$ cat src/rtl/uart_tx_scheduler_pkg.sv
// Shared types and defaults for the Uart8 transmit scheduler.
package uart_tx_scheduler_pkg;

    typedef enum logic [1:0] {
        ST_IDLE  = 2'd0,
        ST_START = 2'd1,
        ST_SEND  = 2'd2
    } sched_state_e;

    localparam int UART_START_TIMEOUT = 4096;

endpackage

$ cat src/rtl/uart_tx_scheduler_rr_arbiter.sv
// Combinational round-robin picker: first set request at or above the pointer, wrapping.
module rr_arbiter #(
    parameter int NUM_REQ = 4,
    localparam int IDW = $clog2(NUM_REQ)
) (
    input  logic [NUM_REQ-1:0] req,
    input  logic [IDW-1:0]     pointer,
    output logic [NUM_REQ-1:0] grant,
    output logic [IDW-1:0]     grantIdx,
    output logic               anyReq
);

    always_comb begin
        logic           found;
        int             sum;
        logic [IDW-1:0] idx;
        grant    = '0;
        grantIdx = '0;
        anyReq   = |req;
        found    = 1'b0;
        for (int i = 0; i < NUM_REQ; i++) begin
            sum = int'(pointer) + i;
            if (sum >= NUM_REQ) begin
                sum = sum - NUM_REQ;
            end
            idx = IDW'(sum);
            if (!found && req[idx]) begin
                found      = 1'b1;
                grant[idx] = 1'b1;
                grantIdx   = idx;
            end
        end
    end

endmodule

$ cat src/rtl/uart_tx_scheduler.sv
// Round-robin sharing of the single Uart8 transmit channel; holds txStart until
// Uart8 acknowledges with txBusy, then waits for the frame to drain.
module uart_tx_scheduler
    import uart_tx_scheduler_pkg::*;
#(
    parameter int NUM_REQ       = 4,
    parameter int DATA_BITS     = 8,
    parameter int START_TIMEOUT = UART_START_TIMEOUT,
    localparam int IDW = $clog2(NUM_REQ),
    localparam int CW  = $clog2(START_TIMEOUT)
) (
    input  logic                         clk,
    input  logic                         reset,
    input  logic                         en,
    input  logic [NUM_REQ-1:0]           reqValid,
    input  logic [NUM_REQ*DATA_BITS-1:0] reqData,
    output logic [NUM_REQ-1:0]           reqReady,
    output logic                         sentValid,
    output logic [IDW-1:0]               sentId,
    output logic                         startErr,
    output logic                         txEn,
    output logic                         txStart,
    output logic [DATA_BITS-1:0]         txData,
    input  logic                         txBusy,
    input  logic                         txDone
);

    sched_state_e         state_q, state_d;
    logic [IDW-1:0]       ptr_q, ptr_d;
    logic [CW-1:0]        cnt_q, cnt_d;
    logic [IDW-1:0]       grant_id_q, grant_id_d;
    logic [DATA_BITS-1:0] tx_data_q, tx_data_d;
    logic                 tx_start_q, tx_start_d;
    logic                 tx_en_q, tx_en_d;
    logic [NUM_REQ-1:0]   req_ready_q, req_ready_d;
    logic                 sent_valid_q, sent_valid_d;
    logic [IDW-1:0]       sent_id_q, sent_id_d;
    logic                 start_err_q, start_err_d;

    logic [NUM_REQ-1:0]   arb_grant;
    logic [IDW-1:0]       arb_idx;
    logic                 arb_any;
    logic [DATA_BITS-1:0] win_data;

    rr_arbiter #(.NUM_REQ(NUM_REQ)) u_arb (
        .req      (reqValid),
        .pointer  (ptr_q),
        .grant    (arb_grant),
        .grantIdx (arb_idx),
        .anyReq   (arb_any)
    );

    always_comb begin
        win_data = '0;
        for (int i = 0; i < NUM_REQ; i++) begin
            if (arb_grant[i]) begin
                win_data = reqData[i*DATA_BITS +: DATA_BITS];
            end
        end
    end

    always_comb begin
        state_d      = state_q;
        ptr_d        = ptr_q;
        cnt_d        = cnt_q;
        grant_id_d   = grant_id_q;
        tx_data_d    = tx_data_q;
        tx_start_d   = tx_start_q;
        tx_en_d      = en;
        req_ready_d  = '0;
        sent_valid_d = 1'b0;
        sent_id_d    = sent_id_q;
        start_err_d  = 1'b0;
        case (state_q)
            ST_IDLE: begin
                // txBusy gate also covers a Uart8 frame left running across a reset
                if (en && arb_any && !txBusy) begin
                    tx_data_d   = win_data;
                    req_ready_d = arb_grant;
                    grant_id_d  = arb_idx;
                    ptr_d       = (arb_idx == IDW'(NUM_REQ - 1)) ? '0 : arb_idx + 1'b1;
                    tx_start_d  = 1'b1;
                    cnt_d       = '0;
                    state_d     = ST_START;
                end
            end
            ST_START: begin
                if (txBusy) begin
                    tx_start_d = 1'b0;
                    state_d    = ST_SEND;
                end else if (cnt_q == CW'(START_TIMEOUT - 1)) begin
                    tx_start_d  = 1'b0;
                    start_err_d = 1'b1;
                    state_d     = ST_IDLE;
                end else begin
                    cnt_d = cnt_q + 1'b1;
                end
            end
            ST_SEND: begin
                if (!txBusy) begin
                    sent_valid_d = 1'b1;
                    sent_id_d    = grant_id_q;
                    state_d      = ST_IDLE;
                end
            end
            default: state_d = ST_IDLE;
        endcase
    end

    always_ff @(posedge clk or posedge reset) begin
        if (reset) begin
            state_q      <= ST_IDLE;
            ptr_q        <= '0;
            cnt_q        <= '0;
            grant_id_q   <= '0;
            tx_data_q    <= '0;
            tx_start_q   <= 1'b0;
            tx_en_q      <= 1'b0;
            req_ready_q  <= '0;
            sent_valid_q <= 1'b0;
            sent_id_q    <= '0;
            start_err_q  <= 1'b0;
        end else begin
            state_q      <= state_d;
            ptr_q        <= ptr_d;
            cnt_q        <= cnt_d;
            grant_id_q   <= grant_id_d;
            tx_data_q    <= tx_data_d;
            tx_start_q   <= tx_start_d;
            tx_en_q      <= tx_en_d;
            req_ready_q  <= req_ready_d;
            sent_valid_q <= sent_valid_d;
            sent_id_q    <= sent_id_d;
            start_err_q  <= start_err_d;
        end
    end

    assign reqReady  = req_ready_q;
    assign sentValid = sent_valid_q;
    assign sentId    = sent_id_q;
    assign startErr  = start_err_q;
    assign txEn      = tx_en_q;
    assign txStart   = tx_start_q;
    assign txData    = tx_data_q;

    // Uart8 must never report a finished frame while still busy.
    done_busy_consistent: assert property (@(posedge clk) disable iff (reset) !(txDone && txBusy));

endmodule
$ cat config.mk
export PLATFORM = sky130hd
export DESIGN_NAME = uart_tx_scheduler
export DESIGN_NICKNAME = d
export VERILOG_FILES = /design/src/rtl/uart_tx_scheduler_pkg.sv /design/src/rtl/uart_tx_scheduler_rr_arbiter.sv /design/src/rtl/uart_tx_scheduler.sv
export SDC_FILE = /design/constraint.sdc
export NUM_CORES = 1
export LEC_CHECK = 0
export BUFFER_PORTS_ARGS = -buffer_cell sky130_fd_sc_hd__buf_2
export CORE_UTILIZATION = 53
export CTS_CLUSTER_DIAMETER = 120
export DETAILED_ROUTE_END_ITERATION = 8
export PLACE_DENSITY = 0.8
export SLEW_MARGIN = 20
export SYNTH_ARGS = -nofsm -noshare
export SYNTH_HDL_FRONTEND = slang
export SYNTH_SLANG_ARGS = --single-unit
$ cat constraint.sdc
create_clock -name clk -period 4.6 [get_ports clk]
set_clock_uncertainty 0.1 [all_clocks]
set_input_delay 0.46 -clock clk [delete_from_list [all_inputs] [get_ports clk]]
set_output_delay 0.46 -clock clk [all_outputs]
set_load 0.05 [all_outputs]
==> results.tsv <==
metric	value	unit
hold_ws	0.1662	ns
path_cells	inv_1 > ha_1 > mux2_2 > and3_1 > a2111o_1 > a222oi_1 > buf_4 > a22oi_1 > o211ai_1	
syn_area	2251	sq um
synthToLayoutAreaGrowth	17.90	%
via_per_inst	5.859	
end_kind	register	
timing.max_cap.violations	0	
cp_top_family	compound AO/OA/AOI/OAI gates	
drt_wl_total	4.954	mm
postCtsSetupBuffers	0	
reg2reg_depth	9	
min_period	3.563	ns
path_buf_inv	2	
synth_top_area_share	40.02	%
ys_types	50	
reg2reg_to	txData[3]	
avgSynthCellArea	9.578	sq um
grt_max_degree	37	
worst_slack	1.037	ns
timing.slew.headroom	43.75	%
power_density	572.1	nW/um^2
ir_worst_vdd	0.0003922	V
layout.nets	339	
die_area	4512	sq um
io_pins	59	
gp_congestion	0.8903	
dr.first_iter.drc_count	152	
nFillCells	340	
postCtsHoldBufs	0	
grt_pass1_vias	1936	
setup_violations	0	
worstSkewPairLatency	0.28	ns
min_path_type	primary input to async pin	
ys_warn_count	0	
ant_nets	0	
initial_core_util	55.87	%
slew_violations	0	
synth_flop_cell	dfrtp_1	
async_flop_share	100.0	%
post-synth-top-area-cell	dfrtp_1	
cpMaxStageDelayCell	dfrtp_1	
cts_tree	done	
grt_use_total	25.35	%
setup_tns	0	ns
hold_violations	0	
die_x	67.17	microns
drive_gt1_share	27.59	%
cts_repair_resize_count	0	
grt-ovfl-total	0	
critical_path_required	4.69	ns
io_buffer_count	57	
cts_buffers	5	
synth_seq_cells	36	
vias	1992	
antenna_found_initial	0	
crit_type	register to register	
path_clk_slew	0.07	ns
dp_cells	333	
status	completed	
htreeDepth	2	
routedWlPerCell	14.57	microns
critPathArrivalTime	3.65	ns
regArea	900.9	sq um
yosysSeqAreaShare	40.02	%
rsz0062_at_grt	no	
syn_nets	284	
drc	0	
start_kind	register	
hpwl	3.537	mm
dp_slack	1.061	ns
crit_fanout	21	
cts.sinks	36	
fin_crit_sh	77.46	%
tightest_slew	0.8399	ns
diodes	0	
cts_buffer_depth	2	
grt_pass1_wl	8.625	mm
placementRows	23	
p_leak	1.296	nW
synth_cells	235	
fin_cells	340	
r2r_slack	1.04	ns
synth_edf_count	0	
first_pass_iters	4	
slowest_delay	0.77	ns
die_y	67.17	microns
max_freq	0.2806	GHz
multi_input_area	1264	sq um
cts_root_buf	clkbuf_8	
yosys-top-cells-area	dfrtp_1 (40%), ha_1 (4.4%), nand2_1 (3.8%), a22oi_1 (3.3%), nand3_1 (3.3%)	
coreArea	4029	sq um
Yosys cell counts (all sizes together) (3+ instances only):
library cell  count
dfrtp            36
nand2            23
nor2             17
nand3            15
a22oi            10
o211ai           10
a2bb2oi           8
ha                8
and3              7
buf               7
clkbuf            7
inv               7
o21ai             7
mux2              6
nand4             5
nor3              5
xor2              5
nand2b            4
nor3b             4
a21boi            3
a21oi             3
and2              3
mux4              3
nor2b             3
placed cells by master, fill, tap and decap left out, drive strengths merged, types with 3 or more instances in the layout:
cell type and n:
buf 62, dfrtp 36, nand2 23, nor2 17, nand3 15, o211ai 10
a22oi 10, a2bb2oi 8, ha 8, inv 7, and3 7, o21ai 7
mux2 6, clkbuf 6, nand4 5, xor2 5, nor3 5, nand2b 4
nor3b 4, nor2b 3, a21oi 3, and2 3, a21boi 3, mux4 3
stage by stage:
stage | power, mW | area (sq um) | util [%]
2_1_floorplan | 1.127 | 2251 | -
3_3_place_gp | 1.294 | 2576 | 63.94
3_5_place_dp | 1.314 | 2576 | 63.94
4_1_cts | 1.523 | 2654 | 65.87
5_1_grt | 1.632 | 2654 | 65.87
6_report | 1.518 | 2654 | 65.87
per-layer routing:
metal	vias to the layer above	track usage (%)	wire (microns)
met5	-	0	0
met4	0	4.787	36
met3	4	7.095	287
met2	67	41.75	2413
met1	940	33.37	2217
li1	981	-	-
worst min-delay path: cells and delay by family:
family	cells	cell delay (ns)
buffers and inverters	3	0.52
flip-flops by register name, summed over array words and instances, names as in the netlist, named ones only:
| register | count |
|---|---|
| grant_id_q | 2 |
| sentValid | 1 |
| reqReady | 4 |
| sentId | 2 |
| txData | 8 |
| txStart | 1 |
| ptr_q | 1 |
| txEn | 1 |
| state_q | 2 |
| startErr | 1 |
| cnt_q | 12 |
power breakdown:
part           internal, mW  total (mW)  switching (mW)  leakage (nW)
sequential            0.389       0.463          0.0740         0.476
clock                 0.103       0.208           0.105        0.0410
combinational         0.329       0.847           0.518         0.780
worst max-delay path by stage:
stage	start	depth (start not counted)	end
CTS	register	9	txData[3]
finish	register	9	txData[3]
floorplan	register	11	txData[0]
global placement	register	8	txData[3]
global route	register	8	txData[0]
detailed placement	register	9	txData[3]
logic make-up after synthesis:
kind of cell               after synthesis  share of synthesized area, %
DFF                                     36                         40.02
xor gates and xnor gates                 7                         2.724
and+or+nand+nor                         96                         22.40
muxes                                   11                         7.059
AOI/OAI and AO/OA                       56                         19.18
adders and majority gates                8                         4.447
buffers and inverters                   21                         4.169
final cells by class:
class                           count  share of cell area [%]
Sequential cell                    36                   33.95
Inverter                            7                  0.9901
Multi-Input combinational cell    178                   47.62
Tap cell                           50                   2.357
Timing Repair Buffer               62                   12.16
Clock buffer                        6                   2.735
Clock inverter                      1                  0.1886
Note: power is estimated with default switching activity, not from simulation.
